**config.mk**
```make
export PLATFORM = sky130hd
export DESIGN_NAME = led_flow_ctrl
export DESIGN_NICKNAME = d
export VERILOG_FILES = /design/src/rtl/led_flow_ctrl.sv
export SDC_FILE = /design/constraint.sdc
export NUM_CORES = 1
export LEC_CHECK = 0
export CORE_UTILIZATION = 25
export CTS_BUF_LIST = sky130_fd_sc_hd__clkbuf_4
export DETAILED_ROUTE_END_ITERATION = 10
export GPL_TIMING_DRIVEN = 0
export HOLD_SLACK_MARGIN = 0.12
export PLACE_DENSITY = 0.52
export SETUP_SLACK_MARGIN = 0.1
export SLEW_MARGIN = 25
export SYNTH_ARGS = -nofsm -noshare
export SYNTH_HDL_FRONTEND = slang
export SYNTH_SLANG_ARGS = --single-unit
```
**constraint.sdc**
```tcl
create_clock -name sys_clk -period 2.35 [get_ports sys_clk]
set_input_delay 0.47 -clock sys_clk [delete_from_list [all_inputs] [get_ports sys_clk]]
set_output_delay 0.47 -clock sys_clk [all_outputs]
set_load 0.01 [all_outputs]
```
**src/rtl/led_flow_ctrl.sv**
```systemverilog
// LED pattern sequencer: steps blink / flow-left / flow-right / bounce patterns
// once every STEP_TICKS accepted tick_in pulses, with mode reload and pause.
module led_flow_ctrl #(
  parameter int LED_W      = 4,
  parameter int STEP_TICKS = 1
) (
  input  logic             sys_clk,
  input  logic             sys_rst,
  input  logic             tick_in,
  input  logic [1:0]       mode_in,
  input  logic             pause_in,
  output logic [LED_W-1:0] led_out,
  output logic             step_pulse
);

  localparam logic [1:0] MODE_BLINK  = 2'b00;
  localparam logic [1:0] MODE_LEFT   = 2'b01;
  localparam logic [1:0] MODE_RIGHT  = 2'b10;
  localparam logic [1:0] MODE_BOUNCE = 2'b11;

  localparam logic [7:0]       LAST_TICK = 8'(STEP_TICKS - 1);
  localparam logic [LED_W-1:0] LED_LSB   = LED_W'(1);
  localparam logic [LED_W-1:0] LED_MSB   = {1'b1, {(LED_W-1){1'b0}}};

  logic [1:0]       mode_q, mode_d;
  logic [7:0]       tick_cnt_q, tick_cnt_d;
  logic             dir_q, dir_d;
  logic [LED_W-1:0] led_q, led_d;
  logic             step_q, step_d;

  logic [LED_W-1:0] reload_led;
  logic [LED_W-1:0] step_led;
  logic             step_dir;

  always_comb begin
    reload_led = '0;
    case (mode_in)
      MODE_BLINK:  reload_led = '0;
      MODE_LEFT:   reload_led = LED_LSB;
      MODE_RIGHT:  reload_led = LED_MSB;
      MODE_BOUNCE: reload_led = LED_LSB;
      default:     reload_led = '0;
    endcase
  end

  // Bounce turns around on the end LED itself, so each end is lit only once per pass.
  always_comb begin
    step_led = led_q;
    step_dir = dir_q;
    case (mode_q)
      MODE_BLINK:  step_led = ~led_q;
      MODE_LEFT:   step_led = {led_q[LED_W-2:0], led_q[LED_W-1]};
      MODE_RIGHT:  step_led = {led_q[0], led_q[LED_W-1:1]};
      MODE_BOUNCE: begin
        if (!dir_q) begin
          if (led_q[LED_W-1]) begin
            step_dir = 1'b1;
            step_led = led_q >> 1;
          end else begin
            step_led = led_q << 1;
          end
        end else begin
          if (led_q[0]) begin
            step_dir = 1'b0;
            step_led = led_q << 1;
          end else begin
            step_led = led_q >> 1;
          end
        end
      end
      default:     step_led = led_q;
    endcase
  end

  always_comb begin
    mode_d     = mode_q;
    tick_cnt_d = tick_cnt_q;
    dir_d      = dir_q;
    led_d      = led_q;
    step_d     = 1'b0;
    if (mode_in != mode_q) begin
      mode_d     = mode_in;
      tick_cnt_d = '0;
      dir_d      = 1'b0;
      led_d      = reload_led;
    end else if (!pause_in && tick_in) begin
      if (tick_cnt_q == LAST_TICK) begin
        tick_cnt_d = '0;
        led_d      = step_led;
        dir_d      = step_dir;
        step_d     = 1'b1;
      end else begin
        tick_cnt_d = tick_cnt_q + 8'd1;
      end
    end
  end

  always_ff @(posedge sys_clk or posedge sys_rst) begin
    if (sys_rst) begin
      mode_q     <= '0;
      tick_cnt_q <= '0;
      dir_q      <= 1'b0;
      led_q      <= '0;
      step_q     <= 1'b0;
    end else begin
      mode_q     <= mode_d;
      tick_cnt_q <= tick_cnt_d;
      dir_q      <= dir_d;
      led_q      <= led_d;
      step_q     <= step_d;
    end
  end

  assign led_out    = led_q;
  assign step_pulse = step_q;

endmodule

```
**Yosys cells after proc, flatten, opt, wreduce, memory -nomap -nowiden**

Index checks and enable logic that the tools add are counted.

- Register bits after elaboration: 16
- Bits of input ports: 6
- Output and inout port bits: 5
- Logic and storage cells: 46

- Add/subtract/negate cells: 1
- Equal/unequal tests: 7
- Muxes and demuxes: 21
- Bitwise logic cells: 1
- Reduce and logical (&&, ||, !) cells: 11

Operators by type and width:

| kind | count |
|---|---|
| 4-bit 2-to-1 mux | 6 |
| 8-bit 2-to-1 mux | 3 |
| 4-bit case mux with 4 select lines | 1 |
| 4-bit case mux with 3 select lines | 1 |
| 1-bit 2-to-1 mux | 10 |
| 8-bit by 1-bit adder with 8-bit output (second input constant) | 1 |
| 2-bit == test (second input constant) | 4 |
| 8-bit logical NOT | 1 |
| 2-bit nonzero test | 3 |
| 2-bit by 1-bit == test with 1-bit output (second input constant) | 2 |
| 2-bit logical NOT | 2 |
| 4-bit NOT | 1 |
| 3-bit AND reduction | 1 |
| 2-bit inequality test | 1 |
| 2-bit AND reduction | 1 |
| 2-bit OR reduction | 1 |
| 1-bit logical AND | 1 |
| 1-bit logical NOT | 1 |

**Logic depth before layout (Yosys ltp)**

- Depth in word-level cells: 6
- Mapped depth: 6
- Depth with buffers taken out: 6

**Worst setup path before layout**

No wires, ideal clock.

- Path kind: reg-to-reg
- Start: register tick_cnt_q[0]
- End: register dir_q
- Library setup time: 0.080 ns
- Arrival: 1.522 ns
- Required time: 2.270 ns
- Slack: 0.748 ns
- Stages on the path, launching flop included: 7
- Buffers on the path: 0
- Clock period less this slack: 1.602 ns
- Cells stage by stage: dfrtp_1 -> inv_1 -> ha_1 -> or4b_4 -> nor3_4 -> nand4_1 -> a21oi_1

- Cells in the longest elaborated chain, start to end: 3

RTL lines:

| element | RTL line | source |
|---|---|---|
| from (decl) | 26 | `logic [7:0] tick_cnt_q, tick_cnt_d;` |
| from (signal assigned) | 107 | `tick_cnt_q <= tick_cnt_d;` |
| 8-bit logical NOT | 87 | `if (tick_cnt_q == LAST_TICK) begin` |
| 2-bit nonzero test (no source line) | -- |  |
| 3-bit AND reduction (no source line) | -- |  |
| to (signal assigned) | 108 | `dir_q <= dir_d;` |
| to (decl) | 27 | `logic dir_q, dir_d;` |

Every way passes these cells.
A chain may end at the register's enable or synchronous reset.

**Worst setup path after layout**

- Start: input mode_in[0]
- End: register led_q[2], in the netlist led_out[2]

- Cells in the longest elaborated chain, start to end: 3
- Elaborated cells on any way between the ends: 5
- Those cells by class: eq/ne: 1; mux: 1; reduce/logical: 3

RTL lines:

| element | RTL line | source |
|---|---|---|
| from (decl) | 10 | `input logic [1:0] mode_in,` |
| 2-bit inequality test * | 81 | `if (mode_in != mode_q) begin` |
| 2-bit nonzero test (no source line) | -- |  |
| 2-bit AND reduction (no source line) | -- |  |
| to (signal assigned) | 109 | `led_q <= led_d;` |
| to (decl) | 28 | `logic [LED_W-1:0] led_q, led_d;` |

Mark *: on every way between the ends. The rest lies on a longest branch, timed or not.

==> flow_summary.ini <==
[status]
outcome = completed

[sta]
final_max_slew_viol_count = 0
final_hold_viol_count = 0
finClkSkew_ps = 5.767
final.setup.worst_slack_ps = 360.9
max_freq_mhz = 502.7
timing.final.crit_share_pct = 84.64
whs_ps = 550.4
finalSetupViolations = 0
finalSetupTns_ps = 0
worstMarginPinSlew_ps = 623.2
rsz0062_at_grt = no
slew_headroom_pct = 58.41
period_minus_slack_ps = 1989

[clock_network]
h-tree-depth = 1
insertion_delay_ps = 290
cts_setup_buffers = 0
cts_hold_buf = 0
clock-sinks = 16
cts_resized = 0
clk_pin_slew_worst_paths_ps = 100
cts_max_path_buffers = 2
cts-buffers-inserted = 3
root_buffer = clkbuf_4
cts_tree = built

[floorplan]
start_util_pct = 26.74
die_h_um = 65.51
die_w_um = 65.51
dieArea_mm2 = 0.004292
rows = 22
ios = 11
core_mm2 = 0.003771

[drt]
ant_nets = 0
routed_wl_um = 2234
via_per_inst = 5.095
num_vias = 912
avgRoutedWirePerCell_um = 12.48
drc_errors = 0
drt_first_pass_iters = 4
drt-initial-drc-count = 35

[global_routing]
grtUsageTotal_pct = 12.17
grt_pass1_wl_um = 4036
grt_pass1_vias = 901
grt_overflow = 0
antenna_found_initial = 0
grt_max_degree = 17

[worst_setup_path]
crit_path_max_incr_delay_ps = 490
slowest_stage = clkdlybuf4s50_1
cp-end-kind = flop
arrival_ps = 2180
crit_path_start_kind = input port
cp_max_fo = 8
worstPathRequired_ps = 2540
crit_chain = clkdlybuf4s50_1, xnor2_1, nand2_1, o41ai_1
crit_type = input port to flop

[finish]
stdcell_count = 179
antennaDiodeCount = 0
area.growth.synth_to_final_pct = 18.49
fin_util_pct = 31.69
final_area_mm2 = 0.001195
final_nets = 140
drive_above_1_share_pct = 7.634

[synth]
ys.flop_type = dfrtp_1
netlist_instances = 117
synth.cell_area_mm2 = 0.001008
yosys_warnings = 0
yosysTopAreaCell = dfrtp_1
async_flop_share_pct = 100.0
synth.distinct_cells = 37
synth.most_common_cell = dfrtp_1
synth_seq_cells = 16
synth_commonest_cells = dfrtp_1, a21oi_1, nor2_1
synth_edf_count = 0
synth_area_leaders = dfrtp_1, xnor2_1, a21oi_1, nand3_1, nor2_1
syn_area_per_cell_um2 = 8.619
synth_nets = 125
netlist.area_leader.share_pct = 39.70
ys_seq_area_share_pct = 39.70

[place]
dpl.cell_count = 175
place_hpwl_um = 1618
gp_congestion = 0.8337
pre_cts_slack_ps = 81.50
io_buffer_count = 10
dpl-instance-area_mm2 = 0.001169

[run]
drv_cap = 0

[power_and_ir_drop]
p_per_area_mw_per_mm2 = 470.9
p_leak_nw = 0.4672
p_total_uw = 562.7
ir_drop_v = 0.0001289

[worst_hold_path]
min_path_type = input port to async pin
worst max-delay path, delay by kind of cell:
family,cells,cell delay [ps]
and+or+nand+nor,1,330
buffers and inverters,1,490
xor gates and xnor gates,1,450
AOI/OAI and AO/OA,1,430
path summary, 6_finish.rpt:
kind | slack (ps) | to | depth (start not counted) | start
worst max-delay path | 360 | led_out[2] | 4 | mode_in[0]
worst min-delay path | 550 | led_out[2] | 2 | sys_rst
worst max register to register | 540 | led_out[2] | 5 | tick_cnt_q[0]
worst min register to register | 580 | tick_cnt_q[1] | 2 | tick_cnt_q[1]
max in group asynchronous | 1390 | tick_cnt_q[3] | 2 | sys_rst
min in group sys_clk | 580 | tick_cnt_q[1] | 2 | tick_cnt_q[1]
cell usage in the layout, fill, tap and decap left out, types with 2 or more instances in the layout:
master and count:
nor2_1 12, dfrtp_1 16, a211oi_1 2, clkbuf_4 3, nor3_1 2, nand3_1 9
a21oi_1 12, o21ai_0 3, mux2i_1 2, clkbuf_1 3, clkdlybuf4s50_1 10, o22ai_1 2
inv_1 10, nor2b_1 2, a31oi_1 4, nand2_1 5, xnor2_1 7, ha_1 2
nand2b_1 3, a22oi_1 2
cells by family (layout without fill, tap and decap cells):
kind of cell	after synthesis	in the layout	synth area share, %
DFF	16	16	39.70
buffers and inverters	16	30	6.575
xor gates and xnor gates	7	7	6.080
muxes	2	2	1.985
and+or+nand+nor	43	43	24.07
AOI/OAI and AO/OA	31	31	19.11
adders and majority gates	2	2	2.481
cell type report:
| cell class | instances | area, um^2 |
|---|---|---|
| multi-input cells | 85 | 541.8 |
| plain buffers | 6 | 28.78 |
| fillers | 384 | 2576 |
| flip-flops and latches | 16 | 400.4 |
| clock inverters | 1 | 3.754 |
| repair buffers | 10 | 100.1 |
| inverters | 10 | 37.54 |
| well taps | 48 | 60.06 |
| clock buffers | 3 | 22.52 |
power breakdown:
part | internal (mW) | switching (mW) | total (mW)
sequential | 0.284 | 0.0112 | 0.295
clock | 0.0618 | 0.0895 | 0.151
combinational | 0.0508 | 0.0656 | 0.116
total | 0.396 | 0.166 | 0.563
registers in the layout, indices dropped and copies added (netlist names):
register and count:
dir_q 1, led_out 4, mode_q 2, step_pulse 1, tick_cnt_q 8
metal layers:
| metal | wire (um) | global-route usage (%) | up-vias |
|---|---|---|---|
| met5 | 0 | 0 | - |
| met1 | 1085 | 15.72 | 438 |
| met3 | 98 | 1.563 | 5 |
| met4 | 56 | 6.522 | 0 |
| li1 | - | - | 442 |
| met2 | 993 | 19.59 | 27 |
Power figures use the tool's default switching activity.
